--- config.mk ---
export PLATFORM = sky130hd
export DESIGN_NAME = calc_port_scheduler
export DESIGN_NICKNAME = d
export VERILOG_FILES = /design/src/rtl/calc_pkg.sv /design/src/rtl/calc_alu.sv /design/src/rtl/calc_port_scheduler.sv
export SDC_FILE = /design/constraint.sdc
export NUM_CORES = 1
export LEC_CHECK = 0
export BUFFER_PORTS_ARGS = -buffer_cell sky130_fd_sc_hd__buf_2
export CORE_MARGIN = 2
export CORE_UTILIZATION = 30
export CTS_BUF_LIST = sky130_fd_sc_hd__clkbuf_16
export DETAILED_ROUTE_END_ITERATION = 10
export GPL_TIMING_DRIVEN = 0
export MAX_ROUTING_LAYER = met4
export PLACE_DENSITY = 0.58
export SYNTH_ARGS = -nofsm -noshare
export SYNTH_HDL_FRONTEND = slang
export SYNTH_SLANG_ARGS = --single-unit
--- constraint.sdc ---
create_clock -name c_clk -period 11.4 [get_ports c_clk]
set_input_delay 2.28 -clock c_clk [delete_from_list [all_inputs] [get_ports c_clk]]
set_output_delay 2.28 -clock c_clk [all_outputs]
set_load 0.05 [all_outputs]
--- src/rtl/calc_pkg.sv ---
// Shared encodings and defaults for the calculator port scheduler and its ALU.
package calc_pkg;

  localparam int DATA_W_DEF  = 32;
  localparam int SHIFT_W_DEF = 5;
  localparam int NPORTS      = 4;
  localparam int PORT_W      = $clog2(NPORTS);
  localparam int CMD_W       = 4;
  localparam int RESP_W      = 2;

  localparam logic [CMD_W-1:0] CMD_NOP = 4'd0;
  localparam logic [CMD_W-1:0] CMD_ADD = 4'd1;
  localparam logic [CMD_W-1:0] CMD_SUB = 4'd2;
  localparam logic [CMD_W-1:0] CMD_SHL = 4'd5;
  localparam logic [CMD_W-1:0] CMD_SHR = 4'd6;

  localparam logic [RESP_W-1:0] RESP_NONE = 2'd0;
  localparam logic [RESP_W-1:0] RESP_OK   = 2'd1;
  localparam logic [RESP_W-1:0] RESP_ERR  = 2'd2;

  typedef enum logic [1:0] {
    ST_IDLE,
    ST_OP2,
    ST_PEND,
    ST_EXEC
  } port_state_e;

endpackage

--- src/rtl/calc_alu.sv ---
// Combinational ALU shared by all ports: unsigned add/sub/shift with error flag.
module calc_alu
  import calc_pkg::*;
#(
  parameter int DATA_W  = DATA_W_DEF,
  parameter int SHIFT_W = SHIFT_W_DEF
) (
  input  logic [CMD_W-1:0]  cmd_i,
  input  logic [DATA_W-1:0] op1_i,
  input  logic [DATA_W-1:0] op2_i,
  output logic [DATA_W-1:0] result_o,
  output logic              err_o
);

  logic [DATA_W:0]    sum;
  logic [SHIFT_W-1:0] amt;

  assign sum = {1'b0, op1_i} + {1'b0, op2_i};
  assign amt = op2_i[SHIFT_W-1:0];

  // Any error leaves result_o at zero so the scheduler can register it directly.
  always_comb begin
    result_o = '0;
    err_o    = 1'b0;
    case (cmd_i)
      CMD_ADD: begin
        if (sum[DATA_W]) err_o = 1'b1;
        else             result_o = sum[DATA_W-1:0];
      end
      CMD_SUB: begin
        if (op2_i > op1_i) err_o = 1'b1;
        else               result_o = op1_i - op2_i;
      end
      CMD_SHL: result_o = op1_i << amt;
      CMD_SHR: result_o = op1_i >> amt;
      default: err_o = 1'b1;
    endcase
  end

endmodule

--- src/rtl/calc_port_scheduler.sv ---
// Four-port request front end: per-port two-cycle capture FSMs sharing one ALU
// through a round-robin arbiter; results returned as one-cycle pulses.
module calc_port_scheduler
  import calc_pkg::*;
#(
  parameter int DATA_W  = DATA_W_DEF,
  parameter int SHIFT_W = SHIFT_W_DEF
) (
  input  logic              c_clk,
  input  logic              reset,
  input  logic [3:0]        req1_cmd_in,
  input  logic [3:0]        req2_cmd_in,
  input  logic [3:0]        req3_cmd_in,
  input  logic [3:0]        req4_cmd_in,
  input  logic [DATA_W-1:0] req1_data_in,
  input  logic [DATA_W-1:0] req2_data_in,
  input  logic [DATA_W-1:0] req3_data_in,
  input  logic [DATA_W-1:0] req4_data_in,
  output logic [1:0]        out_resp1,
  output logic [1:0]        out_resp2,
  output logic [1:0]        out_resp3,
  output logic [1:0]        out_resp4,
  output logic [DATA_W-1:0] out_data1,
  output logic [DATA_W-1:0] out_data2,
  output logic [DATA_W-1:0] out_data3,
  output logic [DATA_W-1:0] out_data4
);

  logic [NPORTS-1:0][CMD_W-1:0]  cmd_in, cmd_all;
  logic [NPORTS-1:0][DATA_W-1:0] data_in, op1_all, op2_all, dout_all;
  logic [NPORTS-1:0][RESP_W-1:0] resp_all;
  logic [NPORTS-1:0]             pend, grant;

  logic [PORT_W-1:0] rr_q, gnt_idx, idx;
  logic              gnt_vld;
  logic [DATA_W-1:0] alu_result;
  logic              alu_err;
  logic [RESP_W-1:0] alu_resp;

  assign cmd_in  = {req4_cmd_in, req3_cmd_in, req2_cmd_in, req1_cmd_in};
  assign data_in = {req4_data_in, req3_data_in, req2_data_in, req1_data_in};

  // Round-robin search over pending ports starting at rr_q.
  always_comb begin
    gnt_vld = 1'b0;
    gnt_idx = rr_q;
    idx     = rr_q;
    for (int k = 0; k < NPORTS; k++) begin
      idx = rr_q + PORT_W'(k);
      if (!gnt_vld && pend[idx]) begin
        gnt_vld = 1'b1;
        gnt_idx = idx;
      end
    end
  end

  assign grant = gnt_vld ? (NPORTS'(1) << gnt_idx) : '0;

  always_ff @(posedge c_clk) begin
    if (reset)        rr_q <= '0;
    else if (gnt_vld) rr_q <= gnt_idx + PORT_W'(1);
  end

  calc_alu #(
    .DATA_W  (DATA_W),
    .SHIFT_W (SHIFT_W)
  ) u_alu (
    .cmd_i    (cmd_all[gnt_idx]),
    .op1_i    (op1_all[gnt_idx]),
    .op2_i    (op2_all[gnt_idx]),
    .result_o (alu_result),
    .err_o    (alu_err)
  );

  assign alu_resp = alu_err ? RESP_ERR : RESP_OK;

  for (genvar n = 0; n < NPORTS; n++) begin : g_port
    port_state_e       state_q;
    logic [CMD_W-1:0]  cmd_q;
    logic [DATA_W-1:0] op1_q, op2_q, dout_q;
    logic [RESP_W-1:0] resp_q;
    logic              accept;

    assign accept = ((state_q == ST_IDLE) || (state_q == ST_EXEC)) && (cmd_in[n] != CMD_NOP);

    always_ff @(posedge c_clk) begin
      if (reset) begin
        state_q <= ST_IDLE;
        resp_q  <= RESP_NONE;
        dout_q  <= '0;
      end else begin
        resp_q <= grant[n] ? alu_resp : RESP_NONE;
        dout_q <= grant[n] ? alu_result : '0;
        case (state_q)
          ST_IDLE, ST_EXEC: state_q <= accept ? ST_OP2 : ST_IDLE;
          ST_OP2:           state_q <= ST_PEND;
          ST_PEND:          if (grant[n]) state_q <= ST_EXEC;
          default:          state_q <= ST_IDLE;
        endcase
      end
    end

    // Operand capture needs no reset: it is only consumed after a fresh accept.
    always_ff @(posedge c_clk) begin
      if (accept) begin
        cmd_q <= cmd_in[n];
        op1_q <= data_in[n];
      end
      if (state_q == ST_OP2) op2_q <= data_in[n];
    end

    assign pend[n]     = (state_q == ST_PEND);
    assign cmd_all[n]  = cmd_q;
    assign op1_all[n]  = op1_q;
    assign op2_all[n]  = op2_q;
    assign resp_all[n] = resp_q;
    assign dout_all[n] = dout_q;
  end

  assign out_resp1 = resp_all[0];
  assign out_resp2 = resp_all[1];
  assign out_resp3 = resp_all[2];
  assign out_resp4 = resp_all[3];
  assign out_data1 = dout_all[0];
  assign out_data2 = dout_all[1];
  assign out_data3 = dout_all[2];
  assign out_data4 = dout_all[3];

endmodule

### After elaboration in Yosys (flattened, before gate mapping)

Index checks and enable logic that the tools add are counted.

* add/subtract/negate cells: 6
* order comparisons: 6
* equal/unequal tests: 20
* shifts and indexed selects: 3
* muxes and demuxes: 41
* bitwise logic cells: 4
* reduce and logical (&&, ||, !) cells: 31

Operator list (count)
* binary-select mux 32 bit (select 2 bit): 2
* two-way mux 32 bit: 4
* case mux 32 bit (4 select lines): 1
* adder 32 x 32 -> 33 bit: 1
* greater-than comparator 32 bit: 1
* left shift 32 x 5 -> 32 bit: 1
* right shift 32 x 5 -> 32 bit: 1
* subtractor 32 bit: 1
* case mux 2 bit (3 select lines): 4
* OR reduction 2 bit: 9
* == test 2 bit (second input constant): 8
* two-way mux 2 bit: 8
* nonzero test 4 bit: 4
* < comparator 2 x 3 -> 1 bit (second input constant): 5
* two-way mux 1 bit: 14
* binary-select mux 1 bit (select 2 bit): 4
* binary-select mux 4 bit (select 2 bit): 1
* == test 2 x 1 -> 1 bit (second input constant): 4
* == test 4 x 3 -> 1 bit (second input constant): 2
* zero test 2 bit: 4
* two-way mux 4 bit: 2
* != test 2 x 1 -> 1 bit (second input constant): 4
* logical AND 1 bit: 7
* adder 2 x 1 -> 2 bit (second input constant): 2
* 8 further kinds: 17

* register bits after elaboration: 418
* logic and storage cells: 136

### Logic depth before layout (Yosys ltp)

* depth in word-level cells: 19
* depth in mapped cells: 29

### Modules after synthesis

From an unflattened synthesis, not the netlist that was laid out.

* cell total of the unflattened synthesis: 2019
* area, all modules: 21931.0 um^2

Modules (own cells, without submodules)
* calc_port_scheduler: times used 1, cells each 882, area an instance 14493.9 um^2
* calc_alu: times used 1, cells each 1137, area an instance 7437.1 um^2

### Worst setup path after synthesis

Ideal clock, no wire load.

* path type: reg-to-reg
* start: register g_port[3].state_q[0]
* end: register g_port[0].dout_q[6] (netlist: out_data1[6])
* data arrival time: 6265 ps
* required time: 11260 ps
* setup slack: 4996 ps
* stages on the path, launching flop included: 30
* path buffers: 10
* period minus slack after synthesis: 6404 ps
* cell sequence: dfxtp_1 > inv_1 > ha_1 > buf_2 > and3b_1 > clkbuf_1 > or2_2 > o32ai_2 > inv_2 > clkbuf_1 > clkbuf_1 > clkbuf_1 > clkbuf_1 > clkbuf_1 > nand3_1 > and2_1 > ha_1 > clkbuf_1 > inv_1 > a21oi_1 > o31ai_1 > a211o_1 > a221oi_1 > nand4_1 > a21oi_1 > clkbuf_1 > buf_1 > nor3_1 > a311oi_1 > a21oi_1

* cells in the longest elaborated chain, start to end: 18

Ends and longest elaborated chain
* from (decl): RTL line calc_port_scheduler.sv:78 `port_state_e state_q;`
* from (signal assigned): RTL line calc_port_scheduler.sv:95 `ST_IDLE, ST_EXEC: state_q <= accept ? ST_OP2 : ST_IDLE;`
* == test 2 bit *: RTL line calc_port_scheduler.sv:112 `assign pend[n] = (state_q == ST_PEND);`
* binary-select mux 1 bit (select 2 bit): RTL line calc_port_scheduler.sv:50 `if (!gnt_vld && pend[idx]) begin`
* two-way mux 1 bit (implied by the code): RTL line calc_port_scheduler.sv:50
* two-way mux 1 bit: RTL line calc_port_scheduler.sv:50
* zero test 1 bit: RTL line calc_port_scheduler.sv:50
* logical AND 1 bit: RTL line calc_port_scheduler.sv:50
* two-way mux 1 bit: RTL line calc_port_scheduler.sv:50
* zero test 1 bit: RTL line calc_port_scheduler.sv:50
* [... 2 more ...]
* zero test 1 bit: RTL line calc_port_scheduler.sv:50
* logical AND 1 bit: RTL line calc_port_scheduler.sv:50
* two-way mux 2 bit: RTL line calc_port_scheduler.sv:50
* binary-select mux 32 bit (select 2 bit) (on tied branches): RTL line calc_port_scheduler.sv:69, calc_port_scheduler.sv:70
* two-way mux 32 bit (on tied branches): RTL line calc_port_scheduler.sv:69, calc_port_scheduler.sv:70
* subtractor 32 bit (tied with other cells): RTL line calc_alu.sv:32 `else result_o = op1_i - op2_i;`
* two-way mux 32 bit (on tied branches): RTL line calc_alu.sv:31, calc_alu.sv:27
* case mux 32 bit (4 select lines): RTL line calc_alu.sv:25 `case (cmd_i)`
* to (signal assigned): RTL line calc_port_scheduler.sv:93 `dout_q <= grant[n] ? alu_result : '0;`
* to (decl): RTL line calc_port_scheduler.sv:80 `logic [DATA_W-1:0] op1_q, op2_q, dout_q;`

Every way passes the cells marked *; elsewhere a longest branch is shown, timed or not. The select of a mux whose other input is x is not followed.
A chain may end at the register's enable or synchronous reset.

### Final worst setup path

* start: register g_port[3].state_q[0]
* end: register g_port[3].dout_q[6] (netlist: out_data4[6])

* cells in the longest elaborated chain, start to end: 18

Ends and longest elaborated chain (RTL line)
* == test 2 bit *: calc_port_scheduler.sv:112
* binary-select mux 1 bit (select 2 bit): calc_port_scheduler.sv:50
* two-way mux 1 bit (implied by the code): calc_port_scheduler.sv:50
* two-way mux 1 bit: calc_port_scheduler.sv:50
* zero test 1 bit: calc_port_scheduler.sv:50
* logical AND 1 bit: calc_port_scheduler.sv:50
* two-way mux 1 bit: calc_port_scheduler.sv:50
* zero test 1 bit: calc_port_scheduler.sv:50
* [... 2 more ...]
* zero test 1 bit: calc_port_scheduler.sv:50
* logical AND 1 bit: calc_port_scheduler.sv:50
* two-way mux 2 bit: calc_port_scheduler.sv:50
* binary-select mux 32 bit (select 2 bit) (on tied branches): calc_port_scheduler.sv:69, calc_port_scheduler.sv:70
* two-way mux 32 bit (on tied branches): calc_port_scheduler.sv:69, calc_port_scheduler.sv:70
* subtractor 32 bit (tied with other cells): calc_alu.sv:32
* two-way mux 32 bit (on tied branches): calc_alu.sv:31, calc_alu.sv:27
* case mux 32 bit (4 select lines): calc_alu.sv:25
* to (signal assigned): calc_port_scheduler.sv:93
* to (decl): calc_port_scheduler.sv:80

Marks and branches as above.

==> flow_metrics.tcl <==
set metrics [dict create \
    yosysWarnings 0 \
    placed_area_um2 26100 \
    die_h_um 282 \
    numCtsBuffers 47 \
    final_area_um2 27700 \
    cts_buffer_depth 3 \
    cp_slowest_stage_delay_ns 1.02 \
    die_w_um 282 \
    ant_nets 0 \
    finalHoldViolCount 0 \
    dp.cells 3596 \
    status "finished with violations" \
    hp-class "reg -> reg" \
    wire_per_inst_um 28.0 \
    initial_core_util_pct 30.4 \
    critPathMostFrequentCell "clkbuf_1" \
    slew_violations 6 \
    io-pin-count 282 \
    routed_wl_mm 103 \
    layout.cells.non_filler 3686 \
    synth.cell_area_um2 23200 \
    critPathBufInv 13 \
    cp_top_family "buffers and inverters" \
    via_per_inst 5.64 \
    die_area_um2 79500 \
    gp_congestion 1.08 \
    yosysUniqueCellTypes 92 \
    syn_nets 2506 \
    first_iter_violations 2476 \
    drive_gt1_share_pct 19.7 \
    arrival_ns 10.99 \
    yosys_most_used_dff "edfxtp_1" \
    finalSetupTns_ns 0 \
    ctsHoldBuffers 0 \
    postSynth.asyncResetShare_pct 0 \
    yosysTopAreaCell "edfxtp_1" \
    grt_overflow 0 \
    rsz0062_at_grt "false" \
    fin_skew_ns 0.0316 \
    worst_slew_pin_slew_ns 1.53 \
    violations "capacitance limit, slew limit" \
    h-tree-depth 2 \
    hpwl_mm 81.1 \
    worstSetupStartpointType "register" \
    antenna_found_initial 2 \
    grt_util_all_layers_pct 26.0 \
    cp_max_fo 10 \
    drt_pass1_iterations 5 \
    nFillCells 7675 \
    yosys-top-cells-area "edfxtp_1, dfxtp_1, mux2i_1, ha_1, a21oi_1" \
    cts.root.buffer_cell "clkbuf_16" \
    ys_ff_latch 418 \
    cap_viol_max_count 2 \
    fin_crit_ns 10.57 \
    relSlewSlack_pct -2.56 \
    setup_viol 0 \
    portBuffers 281 \
    clock_latency_ns 0.62 \
    ys_seq_area_share_pct 47.8 \
    cts_tree "built" \
    maxClockFrequency_mhz 94.6 \
    grt_pass1_vias 19400 \
    cts_resized 0 \
    yosysTopAreaCellShare_pct 35.2 \
    core_area_um2 76200 \
    clk_pin_slew_ns 0.06 \
    nNetsFinal 2845 \
    cp_data_required_time_ns 11.82 \
    avgSynthCellArea_um2 10.2 \
    synth_edf_count 272 \
    period_share_pct 92.7 \
    syn2layout_area_growth_pct 19.6 \
    vias 20800 \
    fin_util_pct 36.4 \
    grt_pass1_wl_mm 144 \
    post_cts_buffers 0 \
    drc 0 \
    rows 101 \
    grt_max_degree 30 \
    synth_cells 2276 \
    clock-sinks 418 \
    crit_path_end_kind "register" \
    critical_path_class "reg -> reg" \
    slowest_stage "a311oi_1" \
]
[metrics by stage]
step,hold WS [ns],worst slack (ns)
6_report,0.538,0.830
5_1_grt,0.567,0.474
4_1_cts,0.540,1.11
3_5_place_dp,0.534,1.15
3_3_place_gp,0.528,1.14
2_1_floorplan,0.510,5.00
[sequential cells by signal, indices dropped and copies added, names as in the netlist]
name,count
g_port.op1_q,128
g_port.op2_q,128
out_data1,32
out_data2,32
out_data3,32
out_data4,32
g_port.cmd_q,16
g_port.state_q,8
out_resp1,2
out_resp2,2
out_resp3,2
out_resp4,2
rr_q,2
[cell usage after synthesis (8+ instances only)]
| cell | instances |
|---|---|
| o21ai_1 | 9 |
| a41oi_1 | 8 |
| a211oi_1 | 21 |
| clkbuf_1 | 71 |
| a221oi_1 | 10 |
| xnor2_1 | 21 |
| edfxtp_1 | 272 |
| o21a_1 | 16 |
| o311ai_0 | 18 |
| nor2b_1 | 21 |
| nor2_1 | 145 |
| o22ai_1 | 62 |
| inv_1 | 120 |
| a21o_1 | 13 |
| o32ai_1 | 22 |
| nor3b_1 | 11 |
| buf_1 | 10 |
| nand2_1 | 184 |
| dfxtp_1 | 146 |
| a31oi_1 | 67 |
| nor3_1 | 74 |
| o21ai_0 | 60 |
| o21bai_1 | 17 |
| o31ai_1 | 12 |
| nand4_1 | 8 |
| nor4_1 | 19 |
| mux2i_1 | 160 |
| a21oi_1 | 159 |
| mux2_2 | 37 |
| nand2b_1 | 13 |
| a2111oi_2 | 11 |
| nand3_1 | 77 |
| o211ai_1 | 55 |
| buf_2 | 31 |
| ha_1 | 82 |
| a22oi_1 | 20 |
| buf_4 | 14 |
| and2_1 | 34 |
[cells by family (layout without fill, tap and decap cells)]
| kind of cell | count (synthesis) | count (layout) | synth area share, % |
|---|---|---|---|
| flip-flops | 418 | 418 | 47.8 |
| AND/OR/NAND/NOR | 640 | 640 | 13.5 |
| AO/OA/AOI/OAI | 647 | 647 | 19.2 |
| adder cells (fa/ha/maj) | 84 | 84 | 4.60 |
| buffers and inverters | 259 | 635 | 4.83 |
| multiplexers | 200 | 200 | 8.96 |
| other | 0 | 4 | 0 |
| XOR/XNOR | 28 | 28 | 1.06 |
[path summary, 6_finish.rpt]
| path | slack (ns) | from | cells after the start | to |
|---|---|---|---|---|
| worst min register to register | 0.54 | g_port[0].state_q[1] | 2 | g_port[0].state_q[1] |
| worst max register to register | 0.83 | g_port[3].state_q[0] | 29 | out_data4[6] |
| worst min-delay path | 0.54 | g_port[0].state_q[1] | 2 | g_port[0].state_q[1] |
| worst max-delay path | 0.83 | g_port[3].state_q[0] | 29 | out_data4[6] |
[area by class of cell]
cell class | instances | area, um2 | share of cell area, %
clock buffer | 48 | 1200 | 4.33
multi-input combinational | 1599 | 11000 | 39.7
antenna | 4 | 10.0 | 0.0361
tap | 1030 | 1290 | 4.65
sequential | 418 | 11100 | 40.0
clock inverter | 38 | 400 | 1.44
inverter | 126 | 473 | 1.71
buffer | 133 | 647 | 2.33
timing repair buffer | 290 | 1600 | 5.76
[layer usage]
metal,vias up,global-route usage [%],wire length [um]
li1,9285,-,-
met1,10100,34.5,44200
met2,1139,39.3,45500
met3,229,4.59,8630
met4,0,10.6,4720
met5,-,-,0
[worst reg2reg max path: cells and delay by family (launching register included)]
family	cells	cell delay (ns)
buffers and inverters	13	5.56
and+or+nand+nor	6	1.14
adders and majority gates	2	0.50
AOI/OAI and AO/OA	8	2.88
DFF	1	0.33
[layout by cell type, fill, tap and decap left out, drive strengths merged, types with 24 or more instances in the layout]
cell type,synthesis,layout
buf,62,352
edfxtp,272,272
nand2,186,186
mux2i,161,161
a21oi,161,161
dfxtp,146,146
nor2,146,146
inv,125,137
clkbuf,71,119
ha,82,82
nand3,77,77
nor3,75,75
o21ai,71,71
a31oi,67,67
o22ai,62,62
o211ai,57,57
mux2,37,37
and2,34,34
nor4,25,25
a211oi,24,24
Power is not shown: default switching activity piles up to over one toggle a cycle in this logic, so the estimate is an artifact.
